File: config.mk
export PLATFORM = sky130hd
export DESIGN_NAME = priority_arbiter_4_flat
export DESIGN_NICKNAME = d
export VERILOG_FILES = /design/src/rtl/priority_arbiter_4_pkg.sv /design/src/rtl/priority_arbiter_4_if.sv /design/src/rtl/priority_arbiter_4_pick.sv /design/src/rtl/priority_arbiter_4.sv /design/src/flat_wrapper.sv
export SDC_FILE = /design/constraint.sdc
export NUM_CORES = 1
export LEC_CHECK = 0
export ABC_AREA = 1
export CAP_MARGIN = 10
export CORE_MARGIN = 1.5
export CORE_UTILIZATION = 55
export DETAILED_ROUTE_END_ITERATION = 10
export HOLD_SLACK_MARGIN = 0.08
export PLACE_DENSITY = 0.82
export SLEW_MARGIN = 0
export SYNTH_ARGS = -nofsm -noshare
export SYNTH_HDL_FRONTEND = slang
export SYNTH_SLANG_ARGS = --single-unit
File: constraint.sdc
create_clock -name clk -period 3.6 [get_ports clk]
set_input_delay 0.72 -clock clk [delete_from_list [all_inputs] [get_ports clk]]
set_output_delay 0.72 -clock clk [all_outputs]
set_load 0.005 [all_outputs]
File: src/rtl/priority_arbiter_4_pkg.sv
// Shared definitions for the 4-requester arbiter: FSM encodings and widths.
// Pure declarations, no logic, no latency, no flow control.
package priority_arbiter_4_pkg;

    typedef enum logic [1:0] {
        ST_IDLE    = 2'd0,
        ST_GRANT   = 2'd1,
        ST_RELEASE = 2'd2
    } state_t;

    localparam int NUM_REQ = 4;
    localparam int HOLD_W  = 8;

endpackage

File: src/rtl/priority_arbiter_4_if.sv
// Request/grant bundle between the requesters (master) and the arbiter (slave).
// Wires only; the req/gnt level handshake is the sole backpressure.
interface priority_arbiter_4_if;
    import priority_arbiter_4_pkg::*;

    logic               enable;
    logic [NUM_REQ-1:0] req;
    logic [NUM_REQ-1:0] gnt;
    logic [1:0]         gnt_id;
    logic               gnt_valid;
    logic               timeout;

    modport master (
        output enable, req,
        input  gnt, gnt_id, gnt_valid, timeout
    );

    modport slave (
        input  enable, req,
        output gnt, gnt_id, gnt_valid, timeout
    );

endinterface

File: src/rtl/priority_arbiter_4_pick.sv
// Combinational rotating-priority pick: search order base-1, base-2, ..., base (mod 4).
// Zero latency; no flow control. base=0 gives plain fixed priority 3>2>1>0.
module arb_pick_4
    import priority_arbiter_4_pkg::*;
(
    input  logic [NUM_REQ-1:0] req,
    input  logic [1:0]         base,
    output logic [1:0]         winner,
    output logic               any
);

    logic [NUM_REQ-1:0] rot;
    logic [1:0]         idx;
    logic [1:0]         sel;

    // Rotate so position 3 holds the highest-ranked requester, then take the top set bit.
    always_comb begin
        rot = '0;
        idx = 2'd0;
        sel = 2'd0;
        for (int i = 0; i < NUM_REQ; i++) begin
            idx    = 2'(i) + base;
            rot[i] = req[idx];
        end
        for (int i = 0; i < NUM_REQ; i++) begin
            if (rot[i]) sel = 2'(i);
        end
        winner = sel + base;
        any    = |req;
    end

endmodule

File: src/rtl/priority_arbiter_4.sv
// 4-way arbiter: 1-cycle req->gnt, grant held until release or MAX_HOLD, then one turnaround cycle.
// No pre-emption; enable=0 blocks and releases. Define ROUND_ROBIN_EN for rotating priority.
module priority_arbiter_4
    import priority_arbiter_4_pkg::*;
#(
    parameter int MAX_HOLD = 16
) (
    input  logic                 clk,
    input  logic                 rst_n,
    priority_arbiter_4_if.slave  bus
);

`ifdef ROUND_ROBIN_EN
    localparam bit RR_EN = 1'b1;
`else
    localparam bit RR_EN = 1'b0;
`endif

    localparam logic [HOLD_W-1:0] HOLD_LAST = HOLD_W'(MAX_HOLD - 1);

    state_t              state;
    logic [HOLD_W-1:0]   hold_cnt;
    logic [1:0]          last_id;
    logic [1:0]          base;
    logic [1:0]          win;
    logic                any;

    // Fixed-priority build still tracks last_id but masks it out of the pick.
    assign base = RR_EN ? last_id : 2'd0;

    arb_pick_4 u_pick (
        .req    (bus.req),
        .base   (base),
        .winner (win),
        .any    (any)
    );

    assign bus.gnt_valid = |bus.gnt;

    always_ff @(posedge clk or negedge rst_n) begin
        if (!rst_n) begin
            state       <= ST_IDLE;
            bus.gnt     <= '0;
            bus.gnt_id  <= 2'd0;
            bus.timeout <= 1'b0;
            hold_cnt    <= '0;
            last_id     <= 2'd0;
        end else begin
            bus.timeout <= 1'b0;
            case (state)
                ST_IDLE, ST_RELEASE: begin
                    if (bus.enable && any) begin
                        state      <= ST_GRANT;
                        bus.gnt    <= NUM_REQ'(1) << win;
                        bus.gnt_id <= win;
                        hold_cnt   <= '0;
                    end else begin
                        state   <= ST_IDLE;
                        bus.gnt <= '0;
                    end
                end
                ST_GRANT: begin
                    if (!bus.enable || !bus.req[bus.gnt_id]) begin
                        state   <= ST_RELEASE;
                        bus.gnt <= '0;
                        last_id <= bus.gnt_id;
                    end else if (hold_cnt == HOLD_LAST) begin
                        state       <= ST_RELEASE;
                        bus.gnt     <= '0;
                        last_id     <= bus.gnt_id;
                        bus.timeout <= 1'b1;
                    end else begin
                        hold_cnt <= hold_cnt + 1'b1;
                    end
                end
                default: begin
                    state   <= ST_IDLE;
                    bus.gnt <= '0;
                end
            endcase
        end
    end

endmodule

File: src/flat_wrapper.sv
// flat-port wrapper written by rule: the top's interface ports become plain ports
module priority_arbiter_4_flat import priority_arbiter_4_pkg::*;
#(
    parameter int MAX_HOLD = 16
)
  (clk, rst_n, bus_enable, bus_req, bus_gnt, bus_gnt_id, bus_gnt_valid, bus_timeout);
  priority_arbiter_4_if bus_i ();
  input  logic clk;
  input  logic rst_n;
  input wire logic [$bits(bus_i.enable)-1:0] bus_enable;
  input wire logic [$bits(bus_i.req)-1:0] bus_req;
  output wire logic [$bits(bus_i.gnt)-1:0] bus_gnt;
  output wire logic [$bits(bus_i.gnt_id)-1:0] bus_gnt_id;
  output wire logic [$bits(bus_i.gnt_valid)-1:0] bus_gnt_valid;
  output wire logic [$bits(bus_i.timeout)-1:0] bus_timeout;
  assign bus_i.enable = bus_enable;
  assign bus_i.req = bus_req;
  assign bus_gnt = bus_i.gnt;
  assign bus_gnt_id = bus_i.gnt_id;
  assign bus_gnt_valid = bus_i.gnt_valid;
  assign bus_timeout = bus_i.timeout;
  priority_arbiter_4 #(.MAX_HOLD(MAX_HOLD)) u_core (.clk(clk), .rst_n(rst_n), .bus(bus_i));
endmodule
# Word level (Yosys, flattened, before mapping)

Cells that the tools add are included.

Register bits: 17
Output and inout port bits: 8
Word-level logic and storage cells: 46

Add/sub/neg operators: 1
Order comparisons: 1
Eq/ne operators: 7
Shifts and indexed selects: 1
Mux-type cells: 20
Reductions and logical operators: 11

Operator list:

| kind                                                | count |
|---|---|
| 2-to-1 mux 8 bit                                    | 3 |
| case mux 8 bit (2 select lines)                     | 1 |
| 2-to-1 mux 4 bit                                    | 3 |
| adder 8 x 1 -> 8 bit, second input constant         | 1 |
| equality test 8 x 4 -> 1 bit, second input constant | 1 |
| 2-to-1 mux 2 bit                                    | 4 |
| case mux 4 bit (2 select lines)                     | 1 |
| OR reduction 4 bit                                  | 2 |
| 2-to-1 mux 1 bit                                    | 6 |
| != test 2 bit, second input constant                | 2 |
| case mux 2 bit (2 select lines)                     | 1 |
| AND reduction 4 bit                                 | 1 |
| << shifter 1 x 2 -> 4 bit, first input constant     | 1 |
| < comparator 2 x 3 -> 1 bit, second input constant  | 1 |
| != test 3 x 1 -> 1 bit, second input constant       | 1 |
| binary-select mux 1 bit (select 2 bit)              | 1 |
| equality test 2 x 1 -> 1 bit, second input constant | 1 |
| equality test 2 bit, second input constant          | 1 |
| zero test 1 bit                                     | 2 |
| zero test 2 bit                                     | 1 |
| != test 2 x 1 -> 1 bit, second input constant       | 1 |
| AND reduction 2 bit                                 | 1 |
| nonzero test 2 bit                                  | 1 |
| OR reduction 2 bit                                  | 1 |
| 2 further kinds                                     | 2 |

# Longest topological paths before layout

Gate-level depths: netlist (run 1).

Depth in word-level cells: 6
Mapped depth: 8

# Cells and area by module

From an unflattened synthesis (run 1), not the netlist that was laid out.

Cells, all modules: 180
Area, all modules: 1162.4 um^2

Modules (own cells, without submodules):

| module             | times used | cells an instance | area an instance (um^2) |
|---|---|---|---|
| priority_arbiter_4 | 1          | 139               | 969.7 |
| arb_pick_4         | 1          | 41                | 192.7 |

# Worst setup path before layout (run 1)

Ideal clock, no wire load.

Kind: register -> output
Start: register u_core.bus.gnt[1]
End: output bus_gnt_valid
Data arrival time: 0.909 ns
Path slack: 1.971 ns
Stages on the path, launching flop included: 2
Path through: dfrtp_1 > or4_1

Word-level cells in the longest chain between the ends: 1

Ends and longest elaborated chain:

| element                | line                        | text |
|---|---|---|
| start, declared        | priority_arbiter_4_if.sv:20 | `output gnt, gnt_id, gnt_valid, timeout` |
| start signal, assigned | priority_arbiter_4.sv:54    | `bus.gnt <= NUM_REQ'(1) << win;` |
| OR reduction 4 bit     | priority_arbiter_4.sv:38    | `assign bus.gnt_valid = \|bus.gnt;` |
| end, declared          | flat_wrapper.sv:14          | `output wire logic [$bits(bus_i.gnt_valid)-1:0] bus_gnt_valid;` |

No other way between the ends.

# Worst setup path after layout (run 1)

Same ends and word-level chain as after synthesis.

==> impl_metrics.json, run 1 <==
{
  "cts_tree": "built",
  "ant_nets": 0,
  "run_status": "finished, final reports clean",
  "clockRootBuffer": "clkbuf_4",
  "slew_headroom_pct": 48.6,
  "ir_drop_mv": 0.303,
  "grtUsageTotal_pct": 23.3,
  "clockBufferDepth": 2,
  "n_antenna_cell": 0,
  "synth.area.mux_share_pct": 0,
  "max_slew.worst_pin.slew_ns": 0.768,
  "clk_latency_ns": 0.29,
  "rsz0062_at_grt": "false",
  "grt_max_degree": 18,
  "post_cts_buffers": 0,
  "synth_top_family_by_area": "simple AND/OR/NAND/NOR gates",
  "synth_top_area_share_pct": 45.2,
  "worstHoldPathType": "reg -> reg",
  "cp_slowest_cell": "or4_1",
  "num_vias": 844,
  "cts_sinks": 17,
  "met3_usage_pct": 6.53,
  "synth_simple_gate_area_share_pct": 42.9,
  "critPathMaxStageDelay_ns": 0.51,
  "period_share_pct": 66.4,
  "yosysTopAreaCell": "dfrtp_1",
  "dr.pass1.iters": 6,
  "path_clk_slew_ns": 0.10,
  "r2r_slack_ns": 2.10,
  "port_buffers": 14,
  "syn_avg_cell_area_um2": 7.79,
  "syn_inst": 121,
  "start_util_pct": 60.4,
  "yosysWarnings": 0,
  "ys_ff_latch": 17,
  "p_per_area_nw_per_um2": 420,
  "start_kind": "flip-flop",
  "avgRoutedWirePerCell_um": 12.5,
  "finalPower_uw": 474,
  "synthXorXnorAreaFrac_pct": 0.930,
  "max_freq_mhz": 419,
  "grt_pass1_wl_um": 3270,
  "synth.area.top_cells": "dfrtp_1, nand2_1, nand3_1",
  "cp-end-kind": "output port",
  "drive_above_1_share_pct": 10.1,
  "required_ns": 2.88,
  "first_global_vias": 720,
  "drc": 0,
  "top_usage_layer": "met1",
  "synth_compound_area_share_pct": 4.52,
  "core-area_um2": 1560,
  "finalCriticalPeriod_ns": 2.39,
  "die_w_um": 44.4,
  "fin_util_pct": 72.4,
  "netlist_area_um2": 942,
  "critical_path_class": "reg -> out",
  "syn_nets": 129,
  "ys_seq_area_share_pct": 45.2,
  "drt_iter0_drc": 29,
  "nets": 148,
  "fin_setup_tns_ns": 0,
  "cts_resized": 0,
  "syn2layout_area_growth_pct": 19.8,
  "crit_chain": "or4_1 -> clkdlybuf4s50_1",
  "crit_arrival_ns": 1.67,
  "use_met1_pct": 35.6,
  "die_h_um": 44.4,
  "final-setup-viol-count": 0,
  "gp_congestion": 0.930,
  "hold_buffers": 0,
  "top_level_ports": 15,
  "dieArea_um2": 1970,
  "numCtsBuffers": 3,
  "grt_overflow": 0,
  "placedInstanceArea_um2": 1100,
  "finalHoldViolCount": 0,
  "placementRows": 14,
  "slew_viol_final": 0,
  "hpwl_um": 1470,
  "cts_htree_levels": 1,
  "antenna_found_initial": 0,
  "met2_usage_pct": 30.3,
  "vias_per_cell": 5.45,
  "skew_ns": 0.00358,
  "p_leak_nw": 0.568,
  "drv_cap": 0,
  "synth_cell_types": 24,
  "final_area_um2": 1130,
  "wirelength_um": 1940,
  "synthAdderAreaFrac_pct": 1.33,
  "critical_path.max_fanout": 3
}
==> path summary, 6_finish.rpt <==
| path | startpoint | to | depth (start not counted) |
|---|---|---|---|
| setup / recovery | u_core.bus.gnt[1] | bus_gnt_valid | 2 |
| setup reg to reg | u_core.hold_cnt[0] | u_core.hold_cnt[2] | 8 |
| min in group asynchronous | rst_n | u_core.bus.gnt[1] | 1 |
| hold / removal | u_core.bus.gnt[1] | u_core.bus.gnt[1] | 2 |
| max in group asynchronous | rst_n | u_core.hold_cnt[3] | 1 |
| hold reg to reg | u_core.bus.gnt[1] | u_core.bus.gnt[1] | 2 |
==> worst max-delay path: cells and delay by family (launching register included) <==
family | cells | cell delay (ns)
DFF | 1 | 0.41
and+or+nand+nor | 1 | 0.51
buffers and inverters | 1 | 0.46
==> cell type report <==
class                   instances  area, µm²
inverters                      13       48.8
flip-flops and latches         17        425
clock buffers                   4       26.3
fillers                       126        430
multi-input cells              91        468
repair buffers                 14        140
well taps                      16       20.0
==> cells by family (layout without fill, tap and decap cells) <==
group,after synthesis,count (layout)
AND/OR/NAND/NOR,82,82
flip-flops,17,17
buffers and inverters,13,31
AO/OA/AOI/OAI,7,7
adder cells (fa/ha/maj),1,1
XOR/XNOR,1,1
==> sequential cells by signal, summed over array words and instances (netlist names) <==
name and cells:
u_core.bus.gnt 4, u_core.bus.gnt_id 2, u_core.bus.timeout 1, u_core.hold_cnt 8, u_core.state 2
==> through the flow <==
step | instances | hold WS, ns | setup WS (ns)
after CTS | 155 | 0.539 | 1.20
after detailed placement | 151 | 0.516 | 1.44
final | 155 | 0.540 | 1.21
after floorplan | 121 | 0.424 | 1.97
after global placement | 151 | 0.509 | 1.52
after global routing | 155 | 0.575 | 1.16
==> power breakdown <==
group / switching [mW] / leakage [nW] / internal [mW]
registers: 0.0204 / 0.226 / 0.212
clock network: 0.0605 / 0.0150 / 0.0432
logic: 0.0809 / 0.326 / 0.0573
==> routing by layer <==
metal  share of wire, %  routed length (µm)
met3                5.0                  97
met5                  0                   0
met1                 49                 941
met2                 44                 853
met4                2.4                  47
==> synthesized netlist by cell type <==
cell type and number:
nor3b_1 1, inv_1 10, a21boi_1 1, xor2_1 1, nand2_1 37, nor2_4 1, nand2_4 1, nand3_1 20
or4_1 1, nand3b_1 1, a21oi_1 2, nor2_8 1, inv_2 3, o21a_1 1, nand3_4 1, dfrtp_1 17
o21ai_0 1, o21ai_1 1, nand3_2 1, nor2_2 2, and3_2 1, o211ai_1 1, ha_1 1, nor2_1 14
==> placed cells by master (no fill, tap or decap), types with 2 or more instances in the layout <==
cell             netlist  layout
a21oi_1                2       2
nand3_1               20      20
inv_1                 10      10
nor2_1                14      14
dfrtp_1               17      17
inv_2                  3       3
clkdlybuf4s50_1        0      14
clkbuf_4               0       3
nand2_1               37      37
nor2_2                 2       2
Power figures use the tool's default switching activity.
==> run 2, diff against run 1 <==
Settings changed: CORE_UTILIZATION 55 to 51, PLACE_DENSITY 0.82 to 0.76.
Clock period 3.6 ns to 2.25 ns, I/O delays scaled along.
==> run 2 against run 1 <==
Against the previous run: power up 61%; wire length fell by 1.6%; critical path type unchanged; final cell count rose by 6.5%; first-iteration DRC count shrank 28%; design area increased by 1.7%; count of clock-buffer cells in the layout is the same; sequential power up 60%; via count rose by 0.59%; combinational power increased by 63%; clock skew rose by 0.0058 ns.
==> impl_metrics.json, run 2 (synthesized netlist as in run 1, its figures left out) <==
{
  "wirelength_um": 1910,
  "hpwl_um": 1450,
  "placementRows": 15,
  "cts_tree": "built",
  "largestRegisters": "u_core.hold_cnt x8, u_core.bus.gnt x4",
  "p_sw_share_pct": 34.2,
  "finalHoldViolCount": 0,
  "run_status": "finished, final reports clean",
  "skew_ns": 0.00939,
  "nets": 149,
  "crit_buf_inv": 1,
  "critical_path.max_fanout": 3,
  "clockRootBuffer": "clkbuf_4",
  "cts_resized": 0,
  "grtUsageTotal_pct": 21.1,
  "gp_congestion": 0.936,
  "path_clk_slew_ns": 0.10,
  "required_ns": 1.80,
  "ant_nets": 0,
  "post_cts_buffers": 0,
  "start_kind": "flip-flop",
  "path_delay_family": "simple AND/OR/NAND/NOR gates",
  "p_per_area_nw_per_um2": 664,
  "regArea_um2": 425,
  "pwr-share-comb_pct": 29.6,
  "slew_viol_final": 0,
  "hold_buffers": 0,
  "start_util_pct": 54.6,
  "final-setup-viol-count": 0,
  "port_buffers": 14,
  "worstHoldPathType": "in -> async",
  "switchingPower_uw": 261,
  "r2r_end": "u_core.hold_cnt[3]",
  "p_seq_share_pct": 48.8,
  "final_common_cell": "nand2_1",
  "place_inst": 161,
  "top_level_ports": 15,
  "drive_above_1_share_pct": 10.7,
  "dr.pass1.iters": 4,
  "avgRoutedWirePerCell_um": 11.6,
  "antenna_found_initial": 0,
  "fillers": 160,
  "cts_sinks": 17,
  "period_share_pct": 94.4,
  "crit_chain": "or4_1 -> clkdlybuf4s50_1",
  "drt_iter0_drc": 21,
  "die_h_um": 46.0,
  "fin_setup_tns_ns": 0,
  "vias_per_cell": 5.15,
  "numCtsBuffers": 3,
  "fin_cells": 165,
  "cp_slowest_cell": "or4_1",
  "finalCriticalPeriod_ns": 2.12,
  "r2r_start": "u_core.hold_cnt[0]",
  "max_slew.worst_pin.slew_ns": 0.330,
  "core-area_um2": 1730,
  "largest_register_ffs": 8,
  "num_vias": 849,
  "cp-end-kind": "output port",
  "finalPower_uw": 762,
  "max_flop_register": "u_core.hold_cnt",
  "ir_drop_mv": 0.502,
  "layout_common_cells": "nand2_1, nand3_1, dfrtp_1",
  "grt_pass1_wl_um": 3130,
  "p_int_uw": 501,
  "grt_overflow": 0,
  "drc": 0,
  "critPathMaxStageDelay_ns": 0.51,
  "max_freq_mhz": 471,
  "slew_headroom_pct": 77.9,
  "dieArea_um2": 2110,
  "worstRegToRegCells": 8,
  "fin_util_pct": 66.4,
  "clockBufferDepth": 2,
  "crit_arrival_ns": 1.67,
  "die_w_um": 46.0,
  "r2r_slack_ns": 0.74,
  "cts_htree_levels": 1,
  "drv_cap": 0,
  "p_leak_nw": 0.573,
  "grt_max_degree": 18,
  "multiInputGateArea_um2": 468,
  "clk_latency_ns": 0.30,
  "p_clk_share_pct": 21.6,
  "first_global_vias": 714,
  "rsz0062_at_grt": "false",
  "critical_path_class": "reg -> out",
  "syn2layout_area_growth_pct": 21.8,
  "n_antenna_cell": 0
}
run 2: cell types whose count changed in the layout (fill, tap and decap cells not counted):
| cell | change |
|---|---|
| buf_4 | +1 |
run 2: worst register-to-register path: stages, from the launching register on:
cell and delay (ns):
dfrtp_1 0.42, ha_1 0.24, nand3_1 0.12, nor2_2 0.08, nor2_4 0.15, nand3_4 0.17, nand2_4 0.16, nand2_1 0.07
nand2_1 0.05
run 2: area by class of cell:
class	instances	area share (%)
timing repair buffer	15	12.9
tap	25	2.73
inverter	13	4.25
sequential	17	37.1
multi-input combinational	91	40.8
clock buffer	4	2.29
run 2: power groups by stage:
stage / sequential, mW / clock [mW] / combinational (mW)
after floorplan: 0.373 / 0 / 0.141
after global placement: 0.376 / 0 / 0.223
after detailed placement: 0.377 / 0 / 0.226
after CTS: 0.371 / 0.169 / 0.227
after global routing: 0.375 / 0.181 / 0.253
final: 0.372 / 0.165 / 0.225
run 2: per-layer routing:
| metal | vias to the layer above | track usage (%) | routed length [µm] |
|---|---|---|---|
| met1 | 386 | 30.5 | 895 |
| met4 | 0 | 8.00 | 17 |
| met5 | - | 0 | 0 |
| met2 | 32 | 30.0 | 885 |
| li1 | 429 | - | - |
| met3 | 2 | 5.56 | 110 |
run 2: how the worst max path moves through the flow:
stage,start,to,slack (ns),cells past startpoint
5_1_grt,u_core.bus.gnt[1],bus_gnt_valid,0.07,2
3_3_place_gp,bus_req[1],u_core.bus.gnt[0],0.42,7
4_1_cts,u_core.bus.gnt[1],bus_gnt_valid,0.11,2
6_report,u_core.bus.gnt[1],bus_gnt_valid,0.13,2
3_5_place_dp,bus_req[1],u_core.bus.gnt_id[1],0.38,7
2_1_floorplan,u_core.bus.gnt[1],bus_gnt_valid,0.89,1
run 2: stage by stage:
step / area [µm²] / hold WS, ns / worst slack [ns]
floorplan: 942 / 0.154 / 0.891
global placement: 1120 / 0.514 / 0.424
detailed placement: 1120 / 0.532 / 0.379
CTS: 1150 / 0.485 / 0.113
global route: 1150 / 0.495 / 0.0684
finish: 1150 / 0.477 / 0.126
==> run 3, diff against run 2 <==
Settings changed: ABC_CLOCK_PERIOD_IN_PS from default to 2250.
==> results of run 3 <==
The final DEF is identical to that of run 2; final timing and power are the same.
